$ cat src/rtl/lcd_8080_rx.sv
// Panel-side responder for the 8080-style parallel LCD bus: samples the async bus,
// decodes an ILI9341-like command subset and emits a clipped pixel stream.
module lcd_8080_rx #(
  parameter int H_RES = 240,
  parameter int V_RES = 320
) (
  input  logic        clk,
  input  logic        RSTn,
  input  logic        LCD_CS,
  input  logic        LCD_RS,
  input  logic        LCD_WR,
  input  logic        LCD_RD,
  input  logic        LCD_RST,
  input  logic [15:0] LCD_DATA,
  output logic [15:0] LCD_DATA_OUT,
  output logic        LCD_DATA_OE,
  output logic        pix_valid,
  output logic [15:0] pix_x,
  output logic [15:0] pix_y,
  output logic [15:0] pix_data,
  output logic        disp_on,
  output logic        cmd_err
);

  typedef enum logic [2:0] {
    IDLE,
    PARAM_CA,
    PARAM_PA,
    MEM_WRITE,
    READ_PM
  } state_t;

  localparam logic [15:0] EC_RST = 16'(H_RES - 1);
  localparam logic [15:0] EP_RST = 16'(V_RES - 1);

  // Two-stage synchronisers; strobes idle high so they reset to 1
  logic        cs_s1_reg, cs_s2_reg, rs_s1_reg, rs_s2_reg;
  logic        wr_s1_reg, wr_s2_reg, wr_d_reg;
  logic        rd_s1_reg, rd_s2_reg, rd_d_reg;
  logic        rst_s1_reg, rst_s2_reg;
  logic [15:0] data_s1_reg, data_s2_reg;

  state_t      state_reg, state_next;
  logic [15:0] sc_reg, sc_next, ec_reg, ec_next;
  logic [15:0] sp_reg, sp_next, ep_reg, ep_next;
  logic [15:0] px_reg, px_next, py_reg, py_next;
  logic [1:0]  byte_cnt_reg, byte_cnt_next;
  logic [7:0]  rd_idx_reg, rd_idx_next;
  logic        disp_on_reg, disp_on_next;
  logic        pix_valid_reg, pix_valid_next;
  logic [15:0] pix_x_reg, pix_x_next, pix_y_reg, pix_y_next;
  logic [15:0] pix_data_reg, pix_data_next;
  logic        cmd_err_reg, cmd_err_next;
  logic        oe_reg, oe_next;
  logic [15:0] data_out_reg, data_out_next;

  logic wr_evt, rd_act, rd_rise, win_ok, soft_rst;

  assign wr_evt  = ~cs_s2_reg & ~wr_d_reg & wr_s2_reg;
  assign rd_act  = ~cs_s2_reg & ~rd_s2_reg;
  assign rd_rise = ~cs_s2_reg & ~rd_d_reg & rd_s2_reg;
  assign win_ok  = (sc_reg <= ec_reg) && (sp_reg <= ep_reg);

  always_ff @(posedge clk or negedge RSTn) begin
    if (!RSTn) begin
      cs_s1_reg   <= 1'b1;  cs_s2_reg  <= 1'b1;
      rs_s1_reg   <= 1'b0;  rs_s2_reg  <= 1'b0;
      wr_s1_reg   <= 1'b1;  wr_s2_reg  <= 1'b1;  wr_d_reg <= 1'b1;
      rd_s1_reg   <= 1'b1;  rd_s2_reg  <= 1'b1;  rd_d_reg <= 1'b1;
      rst_s1_reg  <= 1'b1;  rst_s2_reg <= 1'b1;
      data_s1_reg <= 16'h0000;
      data_s2_reg <= 16'h0000;
    end else begin
      cs_s1_reg   <= LCD_CS;      cs_s2_reg   <= cs_s1_reg;
      rs_s1_reg   <= LCD_RS;      rs_s2_reg   <= rs_s1_reg;
      wr_s1_reg   <= LCD_WR;      wr_s2_reg   <= wr_s1_reg;  wr_d_reg <= wr_s2_reg;
      rd_s1_reg   <= LCD_RD;      rd_s2_reg   <= rd_s1_reg;  rd_d_reg <= rd_s2_reg;
      rst_s1_reg  <= LCD_RST;     rst_s2_reg  <= rst_s1_reg;
      data_s1_reg <= LCD_DATA;    data_s2_reg <= data_s1_reg;
    end
  end

  always_ff @(posedge clk or negedge RSTn) begin
    if (!RSTn) begin
      state_reg     <= IDLE;
      sc_reg        <= 16'h0000;
      ec_reg        <= EC_RST;
      sp_reg        <= 16'h0000;
      ep_reg        <= EP_RST;
      px_reg        <= 16'h0000;
      py_reg        <= 16'h0000;
      byte_cnt_reg  <= 2'd0;
      rd_idx_reg    <= 8'd0;
      disp_on_reg   <= 1'b0;
      pix_valid_reg <= 1'b0;
      pix_x_reg     <= 16'h0000;
      pix_y_reg     <= 16'h0000;
      pix_data_reg  <= 16'h0000;
      cmd_err_reg   <= 1'b0;
      oe_reg        <= 1'b0;
      data_out_reg  <= 16'h0000;
    end else begin
      state_reg     <= state_next;
      sc_reg        <= sc_next;
      ec_reg        <= ec_next;
      sp_reg        <= sp_next;
      ep_reg        <= ep_next;
      px_reg        <= px_next;
      py_reg        <= py_next;
      byte_cnt_reg  <= byte_cnt_next;
      rd_idx_reg    <= rd_idx_next;
      disp_on_reg   <= disp_on_next;
      pix_valid_reg <= pix_valid_next;
      pix_x_reg     <= pix_x_next;
      pix_y_reg     <= pix_y_next;
      pix_data_reg  <= pix_data_next;
      cmd_err_reg   <= cmd_err_next;
      oe_reg        <= oe_next;
      data_out_reg  <= data_out_next;
    end
  end

  always_comb begin
    state_next     = state_reg;
    sc_next        = sc_reg;
    ec_next        = ec_reg;
    sp_next        = sp_reg;
    ep_next        = ep_reg;
    px_next        = px_reg;
    py_next        = py_reg;
    byte_cnt_next  = byte_cnt_reg;
    rd_idx_next    = rd_idx_reg;
    disp_on_next   = disp_on_reg;
    pix_valid_next = 1'b0;
    pix_x_next     = pix_x_reg;
    pix_y_next     = pix_y_reg;
    pix_data_next  = pix_data_reg;
    cmd_err_next   = 1'b0;
    soft_rst       = 1'b0;
    // A concurrent write strobe wins over a read: never drive the bus then
    oe_next        = rd_act & wr_s2_reg;
    data_out_next  = 16'h0000;

    if (rd_act && wr_s2_reg && state_reg == READ_PM && rd_idx_reg != 8'd0)
      data_out_next = {13'b0, disp_on_reg, 2'b00};
    if (rd_rise && rd_idx_reg != 8'hFF)
      rd_idx_next = rd_idx_reg + 8'd1;

    if (wr_evt) begin
      if (!rs_s2_reg) begin
        case (data_s2_reg[7:0])
          8'h2A: begin state_next = PARAM_CA; byte_cnt_next = 2'd0; end
          8'h2B: begin state_next = PARAM_PA; byte_cnt_next = 2'd0; end
          8'h2C: begin state_next = MEM_WRITE; px_next = sc_reg; py_next = sp_reg; end
          8'h28: begin disp_on_next = 1'b0; state_next = IDLE; end
          8'h29: begin disp_on_next = 1'b1; state_next = IDLE; end
          8'h0A: begin state_next = READ_PM; rd_idx_next = 8'd0; end
          8'h01: soft_rst = 1'b1;
          8'h00: begin end
          default: begin cmd_err_next = 1'b1; state_next = IDLE; end
        endcase
      end else begin
        case (state_reg)
          PARAM_CA: begin
            case (byte_cnt_reg)
              2'd0: sc_next = {data_s2_reg[7:0], sc_reg[7:0]};
              2'd1: sc_next = {sc_reg[15:8], data_s2_reg[7:0]};
              2'd2: ec_next = {data_s2_reg[7:0], ec_reg[7:0]};
              default: begin ec_next = {ec_reg[15:8], data_s2_reg[7:0]}; state_next = IDLE; end
            endcase
            byte_cnt_next = byte_cnt_reg + 2'd1;
          end
          PARAM_PA: begin
            case (byte_cnt_reg)
              2'd0: sp_next = {data_s2_reg[7:0], sp_reg[7:0]};
              2'd1: sp_next = {sp_reg[15:8], data_s2_reg[7:0]};
              2'd2: ep_next = {data_s2_reg[7:0], ep_reg[7:0]};
              default: begin ep_next = {ep_reg[15:8], data_s2_reg[7:0]}; state_next = IDLE; end
            endcase
            byte_cnt_next = byte_cnt_reg + 2'd1;
          end
          MEM_WRITE: begin
            // An inverted window swallows pixels and freezes the pointer
            if (win_ok) begin
              pix_valid_next = (px_reg < 16'(H_RES)) && (py_reg < 16'(V_RES));
              pix_x_next     = px_reg;
              pix_y_next     = py_reg;
              pix_data_next  = data_s2_reg;
              if (px_reg == ec_reg) begin
                px_next = sc_reg;
                py_next = (py_reg == ep_reg) ? sp_reg : py_reg + 16'd1;
              end else begin
                px_next = px_reg + 16'd1;
              end
            end
          end
          default: begin end
        endcase
      end
    end

    // Hardware reset pin overrides anything the write path decided
    if (!rst_s2_reg || soft_rst) begin
      state_next     = IDLE;
      sc_next        = 16'h0000;
      ec_next        = EC_RST;
      sp_next        = 16'h0000;
      ep_next        = EP_RST;
      px_next        = 16'h0000;
      py_next        = 16'h0000;
      byte_cnt_next  = 2'd0;
      rd_idx_next    = 8'd0;
      disp_on_next   = 1'b0;
      pix_valid_next = 1'b0;
      pix_x_next     = 16'h0000;
      pix_y_next     = 16'h0000;
      pix_data_next  = 16'h0000;
      cmd_err_next   = 1'b0;
      oe_next        = 1'b0;
      data_out_next  = 16'h0000;
    end
  end

  assign LCD_DATA_OUT = data_out_reg;
  assign LCD_DATA_OE  = oe_reg;
  assign pix_valid    = pix_valid_reg;
  assign pix_x        = pix_x_reg;
  assign pix_y        = pix_y_reg;
  assign pix_data     = pix_data_reg;
  assign disp_on      = disp_on_reg;
  assign cmd_err      = cmd_err_reg;

endmodule
$ cat config.mk
export PLATFORM = sky130hd
export DESIGN_NAME = lcd_8080_rx
export DESIGN_NICKNAME = d
export VERILOG_FILES = /design/src/rtl/lcd_8080_rx.sv
export SDC_FILE = /design/constraint.sdc
export NUM_CORES = 1
export LEC_CHECK = 0
export ABC_AREA = 1
export BUFFER_PORTS_ARGS = -buffer_cell sky130_fd_sc_hd__buf_4
export CORE_UTILIZATION = 45
export DETAILED_ROUTE_END_ITERATION = 7
export PLACE_DENSITY_LB_ADDON = 0.15
export RECOVER_POWER = 50
export SKIP_LAST_GASP = 1
export SYNTH_ARGS = -nofsm -noshare
export SYNTH_HDL_FRONTEND = slang
export SYNTH_SLANG_ARGS = --single-unit
export TNS_END_PERCENT = 100
$ cat constraint.sdc
create_clock -name clk -period 5.7 [get_ports clk]
set_input_delay 1.14 -clock clk [delete_from_list [all_inputs] [get_ports clk]]
set_output_delay 1.14 -clock clk [all_outputs]
set_load 0.01 [all_outputs]
==> results of run 1 <==
==> cells in the mapped netlist (2+ instances only) <==
| cell | n |
|---|---|
| nand2_1 | 434 |
| dfrtp_1 | 182 |
| inv_1 | 121 |
| nor2_1 | 100 |
| o21ai_1 | 83 |
| o21ai_0 | 48 |
| nand3_1 | 46 |
| ha_1 | 40 |
| a21oi_1 | 38 |
| nand4_1 | 34 |
| xor2_1 | 32 |
| buf_2 | 29 |
| dfstp_2 | 24 |
| buf_4 | 19 |
| clkbuf_1 | 19 |
| buf_6 | 15 |
| nor3_1 | 12 |
| o21ai_2 | 9 |
| nand2_2 | 8 |
| xnor2_1 | 7 |
| nor4_1 | 6 |
| a21oi_2 | 5 |
| inv_2 | 5 |
| nand2_4 | 3 |
| nor2_2 | 3 |
| nor2_4 | 3 |
| nor3b_1 | 3 |
| o211ai_1 | 3 |
| buf_1 | 2 |
| nand3b_1 | 2 |
==> metrics by stage <==
stage	cell area, µm²	std cells	power (mW)	worst slack, ns	hold slack (ns)
6_report	12200	1721	4.21	2.02	0.345
5_1_grt	12200	1721	4.47	1.65	0.353
4_1_cts	12300	1721	4.26	2.48	0.347
3_5_place_dp	11400	1676	2.66	2.47	0.335
3_3_place_gp	11400	1676	2.64	2.57	0.333
2_1_floorplan	10900	1363	2.40	3.54	0.331
==> routing by layer <==
layer	share of wire, %	wire, µm	vias to the layer above
li1	-	-	4362
met4	2.0	529	0
met2	44	11400	204
met5	0	0	-
met1	49	12500	4015
met3	5.2	1330	31
==> worst reg2reg max path, delay by kind of cell (launching register included) <==
kind	cells	cell delay, ns
AOI/OAI and AO/OA	1	0.41
buffers and inverters	1	0.35
DFF	1	0.54
and+or+nand+nor	8	2.29
==> logic make-up (layout without fill, tap and decap cells) <==
kind of cell | Yosys count | in the layout | synth area share, %
and+or+nand+nor | 659 | 659 | 25.7
DFF | 206 | 206 | 47.6
buffers and inverters | 211 | 250 | 9.31
AOI/OAI and AO/OA | 193 | 193 | 9.65
adders and majority gates | 40 | 40 | 4.60
other | 1 | 15 | 0.0344
xor gates and xnor gates | 39 | 39 | 3.14
==> worst paths after layout <==
check                          startpoint             end  slack (ns)  cells past startpoint
setup / recovery                wr_s2_reg      px_reg[11]        2.02                     10
hold / removal             data_s1_reg[1]  data_s2_reg[1]        0.35                      0
setup reg to reg                wr_s2_reg      px_reg[11]        2.02                     10
hold reg to reg            data_s1_reg[1]  data_s2_reg[1]        0.35                      0
max in group asynchronous            RSTn     pix_data[9]        3.93                      2
min in group asynchronous            RSTn    pix_data[15]        0.63                      1
==> cell type report <==
class                   count  share of cell area (%)
repair buffers             79                    5.00
clock inverters            10                   0.920
well taps                 319                    3.26
multi-input cells         946                    38.8
flip-flops and latches    206                    42.3
inverters                 126                    3.86
clock buffers              35                    5.82
==> report_power, final <==
group,switching [mW],leakage (nW),internal [mW]
clock network,0.612,0.408,0.963
logic,0.485,2.90,0.312
registers,0.184,2.65,1.65
total,1.28,5.96,2.93
==> qor.yml, run 1 <==
critical-path-top-delay-family: "simple AND/OR/NAND/NOR gates"
grt_start_max_net_pins: 135
place_hpwl_um: 18100
die_x_um: 158
cp-start-kind: "register"
yosys_register_bits: 206
drcViolationCount: 0
hold_path.class: "register to register"
clock.fmax_ghz: 0.272
ctsLongestPathBuffers: 3
yosys.area.top_type: "dfrtp_1"
fin_util_pct: 51.9
rows: 56
final_cell_mix: "nand2_1 (434), dfrtp_1 (182), inv_1 (121)"
die_area_mm2: 0.0248
synth-async-reset-ratio_pct: 100
drtPass1Iterations: 5
crit_arrival_ns: 4.09
io_pins: 91
grt_pass1_wl_um: 42400
synth_area_leaders: "dfrtp_1 (42%), nand2_1 (15%), dfstp_2 (5.8%)"
grt_setup_unrepaired: "false"
cp_common_cell: "nand2_1"
period_needed_ns: 3.68
synth_warnings: 0
cp-end-kind: "register"
ctsHoldBuffers: 0
tightest_slew_ns: 0.974
multi_input_area_mm2: 0.00475
clk_latency_ns: 0.52
busiest_layer: "met2"
syn-cell-area_mm2: 0.0109
hold_viol_final: 0
worstPathRequired_ns: 6.11
layout-drive-gt1-share_pct: 13.1
cts.repair.resized: 0
cts_made_buffers: 25
diodes: 0
setup_violations: 0
grt-ovfl-total: 0
relSlewSlack_pct: 35.1
cts.sinks: 206
cpMaxStageDelayCell: "nand2_1"
slew_viol_final: 0
n_fill_cell: 2279
crit_chain: "nand2_1 -> nor3_1 -> nand2_2 -> nand2_1 -> nor2_4 -> nand2_1 -> nand2_1 -> inv_2 -> nand2_1 -> o21ai_0"
dr.first_iter.drc_count: 610
yosysUniqueCellTypes: 44
synth-seq-area-share_pct: 47.6
ant_nets: 0
power_density_mw_per_mm2: 344
root_buffer: "clkbuf_16"
start_util_pct: 46.1
final_net_count: 1447
area_growth_pct: 12.4
synth_ff_type: "dfrtp_1"
antenna_found_initial: 0
wl_per_cell_um: 15.0
wirelength_um: 25800
place.gp.congestion: 0.882
vdd_drop_max_uv: 208
met1_usage_pct: 32.4
layout_commonest_cell: "nand2_1"
finClkSkew_ns: 0.0120
synthCells: 1349
fin_tns_setup_ns: 0
p_leak_nw: 5.96
register_area_mm2: 0.00518
synth.top_cell.area_share_pct: 41.8
cts_tree: "yes"
grt_pass1_vias: 7963
cts_max_level: 1
cp_num_buf_inv: 1
gr-usage-met2_pct: 32.6
io_buffers: 75
period_share_pct: 64.5
avgSynthCellArea_um2: 8.07
met3_usage_pct: 3.14
core_mm2: 0.0236
critPathMaxStageDelay_ns: 0.65
path_max_fanout: 30
clkSlewWorstSetupHoldPaths_ns: 0.06
synth_edf_count: 0
cts_setup_buffers: 0
outcome: "finished, final reports clean"
maxCapViolCount: 0
grt_usage_pct: 21.7
vias: 8612
die_h_um: 158
crit_type: "register to register"
via_per_inst: 5.00
No activity file was read; power rests on OpenSTA's default activity.
==> inputs of run 2 (changes only) <==
--- a/config.mk
+++ b/config.mk
@@ -5,7 +5,7 @@
 export SDC_FILE = /design/constraint.sdc
 export NUM_CORES = 1
 export LEC_CHECK = 0
-export ABC_AREA = 1
+export ABC_AREA = 0
 export BUFFER_PORTS_ARGS = -buffer_cell sky130_fd_sc_hd__buf_4
 export CORE_UTILIZATION = 45
 export DETAILED_ROUTE_END_ITERATION = 7
==> constraint.sdc (replaced) <==
create_clock -name clk -period 3.4 [get_ports clk]
set_input_delay 0.68 -clock clk [delete_from_list [all_inputs] [get_ports clk]]
set_output_delay 0.68 -clock clk [all_outputs]
set_load 0.01 [all_outputs]
==> qor.yml, run 2 <==
outcome: "finished with violations"
violations: "DRC, capacitance limit, slew limit"
cts_max_level: 1  # unchanged
antenna_found_initial: 0  # unchanged
yosysUniqueCellTypes: 65  # +48%
cts.repair.resized: 0  # unchanged
cts.sinks: 206  # unchanged
clkSlewWorstSetupHoldPaths_ns: 0.07  # about the same
yosysMostFrequentCell: "dfrtp_1"
relSlewSlack_pct: -43.4  # -78 points
place_ws_ns: 0.192  # -2.28 ns
synth_common_cells: "dfrtp_1 (182), nand2_1 (130), o21ai_0 (114)"
synth_edf_count: 0  # unchanged
syn-cell-area_mm2: 0.0102  # -6.2%
dr.first_iter.drc_count: 575  # -5.7%
fin_ws_ns: 0.173  # -1.85 ns
grt_pass1_wl_um: 44400  # +4.9%
p_int_mw: 4.25  # +45%
layout_commonest_cell: "dfrtp_1"
rows: 54  # -3.6%
final_net_count: 1185  # -18%
io_buffers: 75  # unchanged
maxCapViolCount: 1  # +1
die_h_um: 153  # -3.1%
p_sw_mw: 1.44  # +12%
grt_start_max_net_pins: 94  # -30%
core_mm2: 0.0220  # -6.7%
power_density_mw_per_mm2: 478  # +39%
grt_pass1_vias: 7992  # +0.36%
period_share_pct: 94.9  # +30 points
yosys.area.top_type: "dfrtp_1"
worstPathRequired_ns: 3.83  # -2.28 ns
clock.fmax_ghz: 0.310  # +14%
synthCells: 1059  # -21%
drtPass1Iterations: 8  # +3
design_area_mm2: 0.0119  # -2.8%
tightest_slew_ns: 2.15  # +1.18 ns
p_leak_nw: 5.45  # -8.6%
grt-ovfl-total: 0  # unchanged
switching_share_pct: 25.3  # -5.2 points
path_max_fanout: 18  # -40%
cp-end-kind: "register"
cts_tree: "yes"
ant_nets: 0  # unchanged
synth_warnings: 0  # unchanged
pwr-share-comb_pct: 7.8  # -11 points
clk_latency_ns: 0.54  # +0.02 ns
io_pins: 91  # unchanged
synth-seq-area-share_pct: 50.7  # +3.1 points
cts_made_buffers: 24  # -4.0%
final_cell_mix: "dfrtp_1 (182), nand2_1 (130), o21ai_0 (114)"
cp-start-kind: "register"
diodes: 0  # unchanged
synth_xor_area_share_pct: 3.26  # +0.12 points
crit_type: "register to register"
setup_violations: 0  # unchanged
layout-drive-gt1-share_pct: 16.0  # +2.9 points
synth_ff_type: "dfrtp_1"
hold_path.class: "input pin to register"
finClkSkew_ns: 0.0241  # +0.0120 ns
holdWs_ns: 0.252  # -0.0934 ns
die_area_mm2: 0.0233  # -6.1%
wl_per_cell_um: 19.3  # +28%
hold_viol_final: 0  # unchanged
yosys_register_bits: 206  # unchanged
power.share.clock_pct: 45.8  # +8.4 points
crit_arrival_ns: 3.66  # -0.43 ns
p_seq_share_pct: 46.4  # +2.8 points
synth_fa_ha_area_share_pct: 4.90  # +0.30 points
synth_compound_area_share_pct: 17.5  # +7.9 points
die_x_um: 153  # -3.1%
avgSynthCellArea_um2: 9.65  # +20%
synth_top_family_by_area: "compound AO/OA/AOI/OAI gates"
drcViolationCount: 3  # +3
vias: 8212  # -4.6%
root_buffer: "clkbuf_16"
cts_setup_buffers: 0  # unchanged
grt_setup_unrepaired: "true"
area_growth_pct: 16.5
place_hpwl_um: 19200  # +6.4%
ctsLongestPathBuffers: 3  # unchanged
grt_usage_pct: 24.1  # +2.5 points
vdd_drop_max_uv: 418  # +100%
start_util_pct: 46.4  # +0.28 points
synth.top_cell.area_share_pct: 44.6  # +2.7 points
wirelength_um: 27400  # +6.0%
yosys-mux-area-fraction_pct: 0.808  # +0.81 points
synth-async-reset-ratio_pct: 100  # unchanged
slew_viol_final: 80  # +80
ctsHoldBuffers: 0  # unchanged
place.gp.congestion: 0.901  # +2.2%
synth_area_leaders: "dfrtp_1 (45%), dfstp_2 (6.2%), o21ai_0 (5.6%)"
dpl-instance-area_mm2: 0.0111  # -2.9%
period_needed_ns: 3.23  # -0.451 ns
yosys.area_share.simple_pct: 17.1  # -8.6 points
via_per_inst: 5.78  # +16%
==> run 2: routing by layer <==
layer	GRT usage (%)	vias to the layer above	routed length, µm
li1	-	3869	-
met2	38.0	284	12400
met5	0	-	0
met3	3.30	51	1630
met4	7.65	0	794
met1	34.6	4008	12500
==> run 2: cell families after synthesis <==
group                    count (synthesis)
XOR/XNOR                                38
adder cells (fa/ha/maj)                 40
flip-flops                             206
AO/OA/AOI/OAI                          283
other                                    1
AND/OR/NAND/NOR                        353
buffers and inverters                  130
multiplexers                             8
==> run 2: power groups by stage <==
stage / combinational [mW] / sequential (mW) / clock (mW)
after floorplan: 0.286 / 2.64 / 0
after global placement: 0.441 / 2.68 / 0
after detailed placement: 0.449 / 2.68 / 0
after CTS: 0.450 / 2.64 / 2.67
after global routing: 0.502 / 2.65 / 2.75
final: 0.444 / 2.64 / 2.61
==> run 2: stage by stage <==
stage | utilization (%) | TNS [ns] | power (mW) | instances
6_report | 54.1 | 0 | 5.69 | 1420
3_3_place_gp | 50.4 | 0 | 3.12 | 1376
5_1_grt | 54.1 | -0.00725 | 5.90 | 1420
2_1_floorplan | - | 0 | 2.93 | 1073
4_1_cts | 54.1 | 0 | 5.76 | 1420
3_5_place_dp | 50.4 | 0 | 3.13 | 1376
==> run 2: critical path: stages, from the launching register on <==
cell     delay, ns
dfstp_2       0.55
inv_1         0.06
ha_1          0.30
a21oi_1       0.14
o21ai_0       0.11
a221o_1       0.32
or3_1         0.45
a31o_4        0.34
or4_4         0.65
o21ai_0       0.21
==> run 2: layout make-up <==
cell class / instances / area [µm²]
well taps: 280 / 350
flip-flops and latches: 206 / 5180
multi-input cells: 737 / 4540
repair buffers: 110 / 855
clock inverters: 7 / 97.6
fillers: 2026 / 10100
clock buffers: 37 / 719
inverters: 43 / 161
==> run 2: worst paths after layout <==
kind / cells past startpoint / slack (ns) / end / from
min in group asynchronous: 1 / 0.79 / sp_reg[11] / RSTn
min reg2reg: 0 / 0.34 / data_s2_reg[14] / data_s1_reg[14]
max reg2reg: 9 / 0.17 / py_reg[4] / ec_reg[7]
max: 9 / 0.17 / py_reg[4] / ec_reg[7]
min: 1 / 0.25 / wr_s1_reg / LCD_WR
max in group asynchronous: 2 / 1.05 / pix_x[8] / RSTn
==> inputs of run 3 (changes only) <==
--- a/config.mk
+++ b/config.mk
@@ -9,7 +9,6 @@
 export BUFFER_PORTS_ARGS = -buffer_cell sky130_fd_sc_hd__buf_4
 export CORE_UTILIZATION = 45
 export DETAILED_ROUTE_END_ITERATION = 7
-export PLACE_DENSITY_LB_ADDON = 0.15
 export RECOVER_POWER = 50
 export SKIP_LAST_GASP = 1
 export SYNTH_ARGS = -nofsm -noshare
==> constraint.sdc (replaced) <==
create_clock -name clk -period 3 [get_ports clk]
set_input_delay 0.6 -clock clk [delete_from_list [all_inputs] [get_ports clk]]
set_output_delay 0.6 -clock clk [all_outputs]
set_load 0.01 [all_outputs]
==> qor.yml, run 3 (synthesized netlist as in run 2, its figures left out) <==
grt_usage_pct: 24.6  # +0.48 points
diodes: 0  # unchanged
clock.fmax_ghz: 0.344  # +11%
cts_made_buffers: 24  # unchanged
antenna_found_initial: 0  # unchanged
die_x_um: 153  # unchanged
clkSlewWorstSetupHoldPaths_ns: 0.06  # about the same
tightest_slew_ns: 2.24  # +0.0928 ns
hold_path.class: "input pin to register"
rows: 54  # unchanged
crit_arrival_ns: 3.33  # -0.33 ns
fin_util_pct: 56.9  # +2.8 points
outcome: "finished with violations"
grt_setup_unrepaired: "true"
cts.sinks: 206  # unchanged
crit_type: "register to register"
vias: 8428  # +2.6%
drcViolationCount: 8  # +5
ant_nets: 0  # unchanged
final_net_count: 1240  # +4.6%
rr_startpoint: "ec_reg[5]"
finClkSkew_ns: 0.0215  # -0.00259 ns
via_per_inst: 5.71  # -1.2%
dr.first_iter.drc_count: 533  # -7.3%
period_share_pct: 96.9  # +2.0 points
wirelength_um: 28200  # +3.0%
grt_pass1_vias: 8126  # +1.7%
cts_max_level: 1  # unchanged
power_density_mw_per_mm2: 529  # +11%
grt-ovfl-total: 0  # unchanged
grt_pass1_wl_um: 45200  # +1.8%
start_util_pct: 46.4  # unchanged
p_leak_nw: 5.79  # +6.3%
ctsLongestPathBuffers: 3  # unchanged
area_growth_pct: 22.5
cp-end-kind: "register"
place_hpwl_um: 19700  # +2.6%
setup_violations: 0  # unchanged
worstPathRequired_ns: 3.43  # -0.40 ns
io_buffers: 75  # unchanged
relSlewSlack_pct: -49.6  # -6.2 points
final_cell_mix: "dfrtp_1 (182), buf_4 (133), nand2_1 (130)"
maxCapViolCount: 1  # unchanged
wl_per_cell_um: 19.1  # -0.80%
n_fill_cell: 1969  # -2.8%
path_max_fanout: 17  # -1
layout_commonest_cell: "dfrtp_1"
die_area_mm2: 0.0233  # unchanged
min_from: "LCD_CS"
layout-drive-gt1-share_pct: 21.4  # +5.5 points
hold_viol_final: 0  # unchanged
cts_tree: "yes"
die_h_um: 153  # unchanged
period_needed_ns: 2.91  # -0.320 ns
core_mm2: 0.0220  # unchanged
clk_latency_ns: 0.53  # about the same
root_buffer: "clkbuf_16"
finalNonFillerCells: 1475  # +3.9%
io_pins: 91  # unchanged
drtPass1Iterations: 8  # unchanged
ctsHoldBuffers: 0  # unchanged
slew_viol_final: 88  # +10%
grt_start_max_net_pins: 91  # -3.2%
vdd_drop_max_uv: 484  # +16%
setup.worst_path.start: "ec_reg[5]"
violations: "DRC, capacitance limit, slew limit"
cp-start-kind: "register"
placed_cells: 1422  # +3.3%
place.gp.congestion: 0.889  # -1.3%
-- run 3: path summary, 6_finish.rpt --
path	end	slack, ns	cells after the start
max	pix_y[5]	0.09	13
min	cs_s1_reg	0.18	1
max reg2reg	pix_y[5]	0.09	13
min reg2reg	data_s2_reg[15]	0.35	0
max in group asynchronous	pix_data[9]	0.95	1
min in group asynchronous	rd_idx_reg[1]	0.74	1
-- run 3: repair_timing --
item | CTS | global route
setup buffers | 2 | 5
gates resized for setup | 12 | 24
setup endpoints to repair | 33 | 81
cloned | 3 | 0
pin swaps | 3 | 6
-- run 3: report_power, final --
part | total (mW) | switching, mW | leakage, nW | internal, mW
Combinational | 0.563 | 0.354 | 2.67 | 0.209
Sequential | 2.98 | 0.0939 | 2.71 | 2.89
Clock | 3.07 | 1.18 | 0.415 | 1.89
-- run 3: area by class of cell --
cell class	count	area (µm²)	share of cell area, %
Sequential cell	206	5180	41.4
Multi-Input combinational cell	738	4630	37.0
Clock inverter	15	191	1.53
Tap cell	280	350	2.80
Clock buffer	29	649	5.19
Timing Repair Buffer	164	1350	10.8
Inverter	43	161	1.29
-- run 3: worst max-delay path: stages, from the launching register on --
cell and delay [ns]:
dfstp_2 0.53, inv_1 0.06, ha_4 0.22, a21oi_2 0.13, o21ai_1 0.09, a221o_1 0.33, or3_4 0.40, buf_4 0.15
a221oi_4 0.27, buf_6 0.17, buf_12 0.14, buf_12 0.14, nand3_1 0.07, o21ai_0 0.10
-- run 3: metal layers --
| layer | GRT usage (%) | part of all wire [%] | vias to the layer above |
|---|---|---|---|
| li1 | - | - | 4013 |
| met1 | 35.7 | 46 | 4095 |
| met2 | 38.3 | 45 | 281 |
| met3 | 3.78 | 6.6 | 39 |
| met4 | 6.93 | 2.3 | 0 |
| met5 | 0 | 0 | - |
-- run 3: through the flow --
stage / power, mW / setup slack (ns) / hold slack, ns / TNS, ns / instance area [µm²]
2_1_floorplan: 3.32 / 0.101 / 0.304 / 0 / 10300
3_3_place_gp: 3.57 / -0.00868 / 0.331 / -0.0302 / 11500
3_5_place_dp: 3.58 / -0.0727 / 0.335 / -0.589 / 11500
4_1_cts: 6.67 / 0.00180 / 0.157 / 0 / 12400
5_1_grt: 6.87 / -0.0513 / 0.160 / -0.247 / 12500
6_report: 6.62 / 0.0928 / 0.183 / 0 / 12500
